[src/rtl/lsu_sram_ctrl.sv]
// Load/store sequencer between a single-cycle RV32I core and a handshaked word SRAM.
// Builds byte-masked requests, stalls the core until ack, and formats load results.
module lsu_sram_ctrl #(
  parameter int unsigned ADDR_W  = 16,
  parameter int unsigned TIMEOUT = 15
) (
  input  logic              i_clk,
  input  logic              i_reset,
  input  logic              i_mem_rden,
  input  logic              i_mem_wren,
  input  logic [2:0]        i_funct3,
  input  logic [31:0]       i_addr,
  input  logic [31:0]       i_st_data,
  output logic              o_stall,
  output logic [31:0]       o_ld_data,
  output logic              o_ld_vld,
  output logic              o_err,
  output logic              o_sram_req,
  output logic              o_sram_we,
  output logic [ADDR_W-1:0] o_sram_addr,
  output logic [3:0]        o_sram_bmask,
  output logic [31:0]       o_sram_wdata,
  input  logic              i_sram_ack,
  input  logic [31:0]       i_sram_rdata
);

  localparam int unsigned CNT_W = 8;
  localparam logic [CNT_W-1:0] CNT_LAST = CNT_W'(TIMEOUT - 1);

  typedef enum logic [1:0] {IDLE, ACCESS, DONE} state_t;

  state_t             state_q, state_d;
  logic [CNT_W-1:0]   cnt_q, cnt_d;
  logic               req_q, req_d;
  logic               we_q, we_d;
  logic [ADDR_W-1:0]  addr_q, addr_d;
  logic [3:0]         bmask_q, bmask_d;
  logic [31:0]        wdata_q, wdata_d;
  logic [31:0]        ld_data_q, ld_data_d;
  logic [2:0]         f3_q, f3_d;
  logic [1:0]         lo_q, lo_d;
  logic               to_q, to_d;

  // Request decode: load wins when both enables are high
  logic        req_in, is_ld, f3_legal, aligned;
  logic [3:0]  mask_in;
  logic [31:0] wdata_in;
  logic        unused_addr_hi;

  assign req_in = i_mem_rden | i_mem_wren;
  assign is_ld  = i_mem_rden;
  assign f3_legal = is_ld ? ((i_funct3[1:0] != 2'b11) && !(i_funct3[2] && i_funct3[1]))
                          : (!i_funct3[2] && (i_funct3[1:0] != 2'b11));
  assign aligned = (i_funct3[1:0] == 2'b01) ? !i_addr[0] :
                   (i_funct3[1:0] == 2'b10) ? (i_addr[1:0] == 2'b00) : 1'b1;
  assign unused_addr_hi = ^i_addr[31:ADDR_W+2];

  always_comb begin
    case (i_funct3[1:0])
      2'b00:   begin mask_in = 4'b0001 << i_addr[1:0];           wdata_in = {4{i_st_data[7:0]}};  end
      2'b01:   begin mask_in = i_addr[1] ? 4'b1100 : 4'b0011;    wdata_in = {2{i_st_data[15:0]}}; end
      default: begin mask_in = 4'b1111;                          wdata_in = i_st_data;            end
    endcase
  end

  function automatic logic [31:0] fmt_load(input logic [2:0] f3, input logic [1:0] lo,
                                           input logic [31:0] d);
    logic [31:0] lane;
    lane = d >> {lo, 3'b000};
    case (f3)
      3'b000:  fmt_load = {{24{lane[7]}}, lane[7:0]};
      3'b001:  fmt_load = {{16{lane[15]}}, lane[15:0]};
      3'b100:  fmt_load = {24'd0, lane[7:0]};
      3'b101:  fmt_load = {16'd0, lane[15:0]};
      default: fmt_load = lane;
    endcase
  endfunction

  // Next-state and core-facing outputs
  always_comb begin
    state_d   = state_q;
    cnt_d     = cnt_q;
    req_d     = req_q;
    we_d      = we_q;
    addr_d    = addr_q;
    bmask_d   = bmask_q;
    wdata_d   = wdata_q;
    ld_data_d = ld_data_q;
    f3_d      = f3_q;
    lo_d      = lo_q;
    to_d      = to_q;
    o_stall   = 1'b0;
    o_err     = 1'b0;
    o_ld_vld  = 1'b0;
    o_ld_data = ld_data_q;
    case (state_q)
      IDLE: begin
        if (req_in && !i_reset) begin
          if (f3_legal && aligned) begin
            o_stall = 1'b1;
            state_d = ACCESS;
            cnt_d   = '0;
            req_d   = 1'b1;
            we_d    = !is_ld;
            addr_d  = i_addr[ADDR_W+1:2];
            bmask_d = mask_in;
            wdata_d = is_ld ? 32'd0 : wdata_in;
            f3_d    = i_funct3;
            lo_d    = i_addr[1:0];
            to_d    = 1'b0;
          end else begin
            o_err = 1'b1;
            if (is_ld) begin
              o_ld_vld  = 1'b1;
              o_ld_data = 32'd0;
              ld_data_d = 32'd0;
            end
          end
        end
      end
      ACCESS: begin
        o_stall = 1'b1;
        if (i_sram_ack) begin
          req_d   = 1'b0;
          state_d = DONE;
          if (!we_q) ld_data_d = fmt_load(f3_q, lo_q, i_sram_rdata);
        end else if (cnt_q == CNT_LAST) begin
          req_d   = 1'b0;
          to_d    = 1'b1;
          state_d = DONE;
          if (!we_q) ld_data_d = 32'd0;
        end else begin
          cnt_d = cnt_q + CNT_W'(1);
        end
      end
      DONE: begin
        o_ld_vld = !we_q && !i_reset;
        o_err    = to_q && !i_reset;
        to_d     = 1'b0;
        state_d  = IDLE;
      end
      default: state_d = IDLE;
    endcase
  end

  always_ff @(posedge i_clk) begin
    if (i_reset) begin
      state_q   <= IDLE;
      cnt_q     <= '0;
      req_q     <= 1'b0;
      we_q      <= 1'b0;
      addr_q    <= '0;
      bmask_q   <= '0;
      wdata_q   <= '0;
      ld_data_q <= '0;
      f3_q      <= '0;
      lo_q      <= '0;
      to_q      <= 1'b0;
    end else begin
      state_q   <= state_d;
      cnt_q     <= cnt_d;
      req_q     <= req_d;
      we_q      <= we_d;
      addr_q    <= addr_d;
      bmask_q   <= bmask_d;
      wdata_q   <= wdata_d;
      ld_data_q <= ld_data_d;
      f3_q      <= f3_d;
      lo_q      <= lo_d;
      to_q      <= to_d;
    end
  end

  assign o_sram_req   = req_q;
  assign o_sram_we    = we_q;
  assign o_sram_addr  = addr_q;
  assign o_sram_bmask = bmask_q;
  assign o_sram_wdata = wdata_q;

endmodule

[config.mk]
export PLATFORM = sky130hd
export DESIGN_NAME = lsu_sram_ctrl
export DESIGN_NICKNAME = d
export VERILOG_FILES = /design/src/rtl/lsu_sram_ctrl.sv
export SDC_FILE = /design/constraint.sdc
export NUM_CORES = 1
export LEC_CHECK = 0
export ABC_AREA = 1
export CORE_ASPECT_RATIO = 0.8
export CORE_MARGIN = 8
export CORE_UTILIZATION = 41
export CTS_CLUSTER_DIAMETER = 80
export DETAILED_ROUTE_END_ITERATION = 10
export MAX_ROUTING_LAYER = met4
export PLACE_DENSITY_LB_ADDON = 0.08
export REMOVE_ABC_BUFFERS = 1
export SLEW_MARGIN = 20
export SYNTH_ARGS = -nofsm -noshare
export SYNTH_HDL_FRONTEND = slang
export SYNTH_SLANG_ARGS = --single-unit
[constraint.sdc]
create_clock -name i_clk -period 1.58 [get_ports i_clk]
set_input_delay 0.316 -clock i_clk [delete_from_list [all_inputs] [get_ports i_clk]]
set_output_delay 0.316 -clock i_clk [all_outputs]
set_load 0.03 [all_outputs]
==> results of run 1 <==
[per-layer routing]
metal  GRT usage  share of wire  wire length, um
met5           -              0                0
met4      0.0642          0.025              516
met3      0.0470          0.070             1450
met2       0.372           0.47             9720
met1       0.289           0.43             8990
[worst reg2reg max path, cell delays in order (launching register included)]
cell	delay [ps]
dfxtp_2	340
buf_4	160
inv_2	70
nand2_2	80
inv_4	90
nand2_4	70
nor3_4	220
buf_6	170
clkbuf_16	160
nand2_1	70
a21oi_2	180
[placed cells by master, fill, tap and decap left out, types with 6 or more instances in the layout]
master           count
nand2_1            230
dfxtp_1             98
nor2_1              87
clkdlybuf4s50_1     81
buf_4               74
a21oi_1             54
dlygate4sd2_1       54
buf_6               53
nand2_4             39
nand3_1             39
o21ai_0             39
inv_2               37
a21oi_2             32
inv_1               22
nand2_2             20
buf_12              16
clkbuf_16           13
o21ai_1             12
o211ai_1             7
nand4_1              6
nand3_2              6
[power by group through the flow]
stage               combinational [mW]  sequential [mW]  clock [mW]
floorplan                        0.516             2.87           0
detailed placement                1.42             2.76           0
global route                      1.93             2.72        2.27
CTS                               1.63             2.70        2.20
finish                            1.80             2.71        2.14
global placement                  1.41             2.75           0
[repair_timing]
action,in CTS,in global routing
setup buffers,32,12
endpoints found under the setup margin,190,128
gates resized for setup,226,131
cloned,7,5
pin swaps,20,41
[layout make-up]
| class | instances | share of cell area |
|---|---|---|
| Tap cell | 171 | 0.0235 |
| Antenna cell | 1 | 0.000275 |
| Timing Repair Buffer | 293 | 0.328 |
| Clock buffer | 9 | 0.0247 |
| Multi-Input combinational cell | 611 | 0.367 |
| Inverter | 61 | 0.0257 |
| Clock inverter | 7 | 0.00604 |
| Sequential cell | 102 | 0.225 |
[cell usage after synthesis (3+ instances only)]
master      n  share of area
o21ai_0    51          0.049
buf_2      19          0.018
nand2_1   287           0.21
nor2_2      3         0.0036
nand4_1     6         0.0072
inv_2       8         0.0058
buf_1       3         0.0022
nand2_2     3         0.0036
o21ai_1     3         0.0029
o22ai_1     4         0.0048
a21oi_1    86          0.083
nor2_1     89          0.064
or2_2       3         0.0036
buf_4       4         0.0058
clkbuf_1   22          0.016
nor3_1      5         0.0048
inv_1      53          0.038
o211ai_1    7          0.010
nand3_2     4         0.0077
dfxtp_1   102           0.39
nand3_1    46          0.044
[state kept, by name, summed over array words and instances (netlist names)]
register      cells
state_q           2
o_sram_req        1
o_sram_addr      16
f3_q              3
cnt_q             8
ld_data_q        32
o_sram_wdata     32
to_q              1
lo_q              2
o_sram_bmask      4
o_sram_we         1
[kinds of logic after synthesis]
group,synth area share
and+or+nand+nor,0.351
AOI/OAI and AO/OA,0.162
buffers and inverters,0.0882
DFF,0.392
adders and majority gates,0.00481
xor gates and xnor gates,0.00168
[stage by stage]
| stage | hold slack [ps] | instances | cell area (sq um) | TNS (ps) | power (mW) |
|---|---|---|---|---|---|
| after floorplan | 385 | 774 | 4980 | -83720 | 3.39 |
| after detailed placement | 453 | 1199 | 7570 | -71060 | 4.17 |
| after CTS | 295 | 1242 | 8540 | -8110 | 6.54 |
| after global placement | 450 | 1199 | 7570 | -66760 | 4.17 |
| final | 324 | 1255 | 9110 | -9810 | 6.65 |
| after global routing | 325 | 1255 | 9110 | -17070 | 6.91 |
[final timing paths]
kind	start	end	slack, ps	cells after the start
max	state_q[1]	o_err	-250	6
min	i_funct3[0]	f3_q[0]	320	4
min reg2reg	ld_data_q[21]	ld_data_q[21]	460	2
max reg2reg	state_q[1]	ld_data_q[14]	-100	10
==> impl_metrics.tcl, run 1 <==
set metrics [dict create \
    cp_top_family "buffers and inverters" \
    synth_top_flop_cell "dfxtp_1" \
    die_w_um 142 \
    clockBufferDepth 2 \
    place_hpwl_um 12500 \
    switching_share 0.313 \
    numPortBuffers 178 \
    syn_to_final_growth_pct 75.0 \
    antenna_found_initial 1 \
    pwr-share-comb 0.271 \
    avgViaCountPerCell 5.06 \
    maxSlewViolCount 0 \
    die_h_um 117 \
    slew_headroom 0.528 \
    io_pins 193 \
    violations "negative setup slack" \
    place_worst_setup_slack_ps -637 \
    fmax_ghz 0.546 \
    final_util 0.741 \
    grt-ovfl-total 0 \
    cts_tree "yes" \
    timing.final.ws_setup_ps -252 \
    crit_buf_inv 3 \
    cts_hold_buf 0 \
    drv_cap 0 \
    pwr_density_cell_mw_per_mm2 730 \
    cp-start-kind "register" \
    netlist_instances 823 \
    synth_warnings 0 \
    hold_class "primary input to register" \
    critPathRequiredTime_ps 1260 \
    leakage_nw 4.12 \
    clockRootBuffer "clkbuf_16" \
    rsz0062_at_grt "yes" \
    cpMaxStageDelayCell "dfxtp_2" \
    syn-cell-area_sq_mm 0.00521 \
    hold_viol 0 \
    ys_seq_area_frac 0.392 \
    drt-total-wl_um 20700 \
    endpoint_kind "output pin" \
    ir_worst_vdd_mv 0.673 \
    grt_pass1_vias 5816 \
    drc_errors 0 \
    start_util 0.423 \
    clock_sinks 102 \
    numCtsBuffers 9 \
    drive_above_1_share 0.309 \
    multiInputGateArea_sq_mm 0.00334 \
    clk_latency_ps 350 \
    fin_crit_ps 1830 \
    cts_max_level 3 \
    drtIter0Drc 458 \
    layout.nets 1184 \
    worstMarginPinSlew_ps 708 \
    path_class "register to output pin" \
    grt_max_degree 48 \
    regArea_sq_mm 0.00205 \
    p_int_mw 4.57 \
    num-fill-cells 1022 \
    avgSynthCellArea_sq_um 6.33 \
    rows 36 \
    p_sw_mw 2.08 \
    outcome "complete, but fails checks" \
    postRouteAntennaNets 0 \
    synth_cell_types 33 \
    crit_arrival_ps 1520 \
    clockPowerShare 0.322 \
    fin_crit_sh 1.16 \
    dr.pass1.iters 7 \
    p_seq_frac 0.407 \
    clk_pin_slew_ps 70 \
    vias 6348 \
    coreArea_sq_mm 0.0123 \
    post_drt_wl_per_cell_um 16.5 \
    setup_viol 90 \
    dieArea_sq_mm 0.0166 \
    path_cells "nor2_4, buf_4, buf_6, nand2_4, o22ai_4, buf_12" \
    grt_pass1_wl_um 29600 \
    synthArstFlopShare 0 \
    synth-edff-count 0 \
    gp_congestion 0.844 \
    cp_max_fo 3 \
    finClkSkew_ps 7.15 \
    max_stage_delay_ps 340 \
    grt_util_all_layers 0.230 \
    ys_seq_elements 102 \
]
Note: power is estimated with default switching activity, not from simulation.
==> run 2: changes to the inputs <==
--- a/config.mk
+++ b/config.mk
@@ -6,6 +6,7 @@
 export NUM_CORES = 1
 export LEC_CHECK = 0
 export ABC_AREA = 1
+export CAP_MARGIN = 20
 export CORE_ASPECT_RATIO = 0.8
 export CORE_MARGIN = 8
 export CORE_UTILIZATION = 41
==> results of run 2 <==
Same layout as run 1: the final DEF is identical, and so are final timing and power.
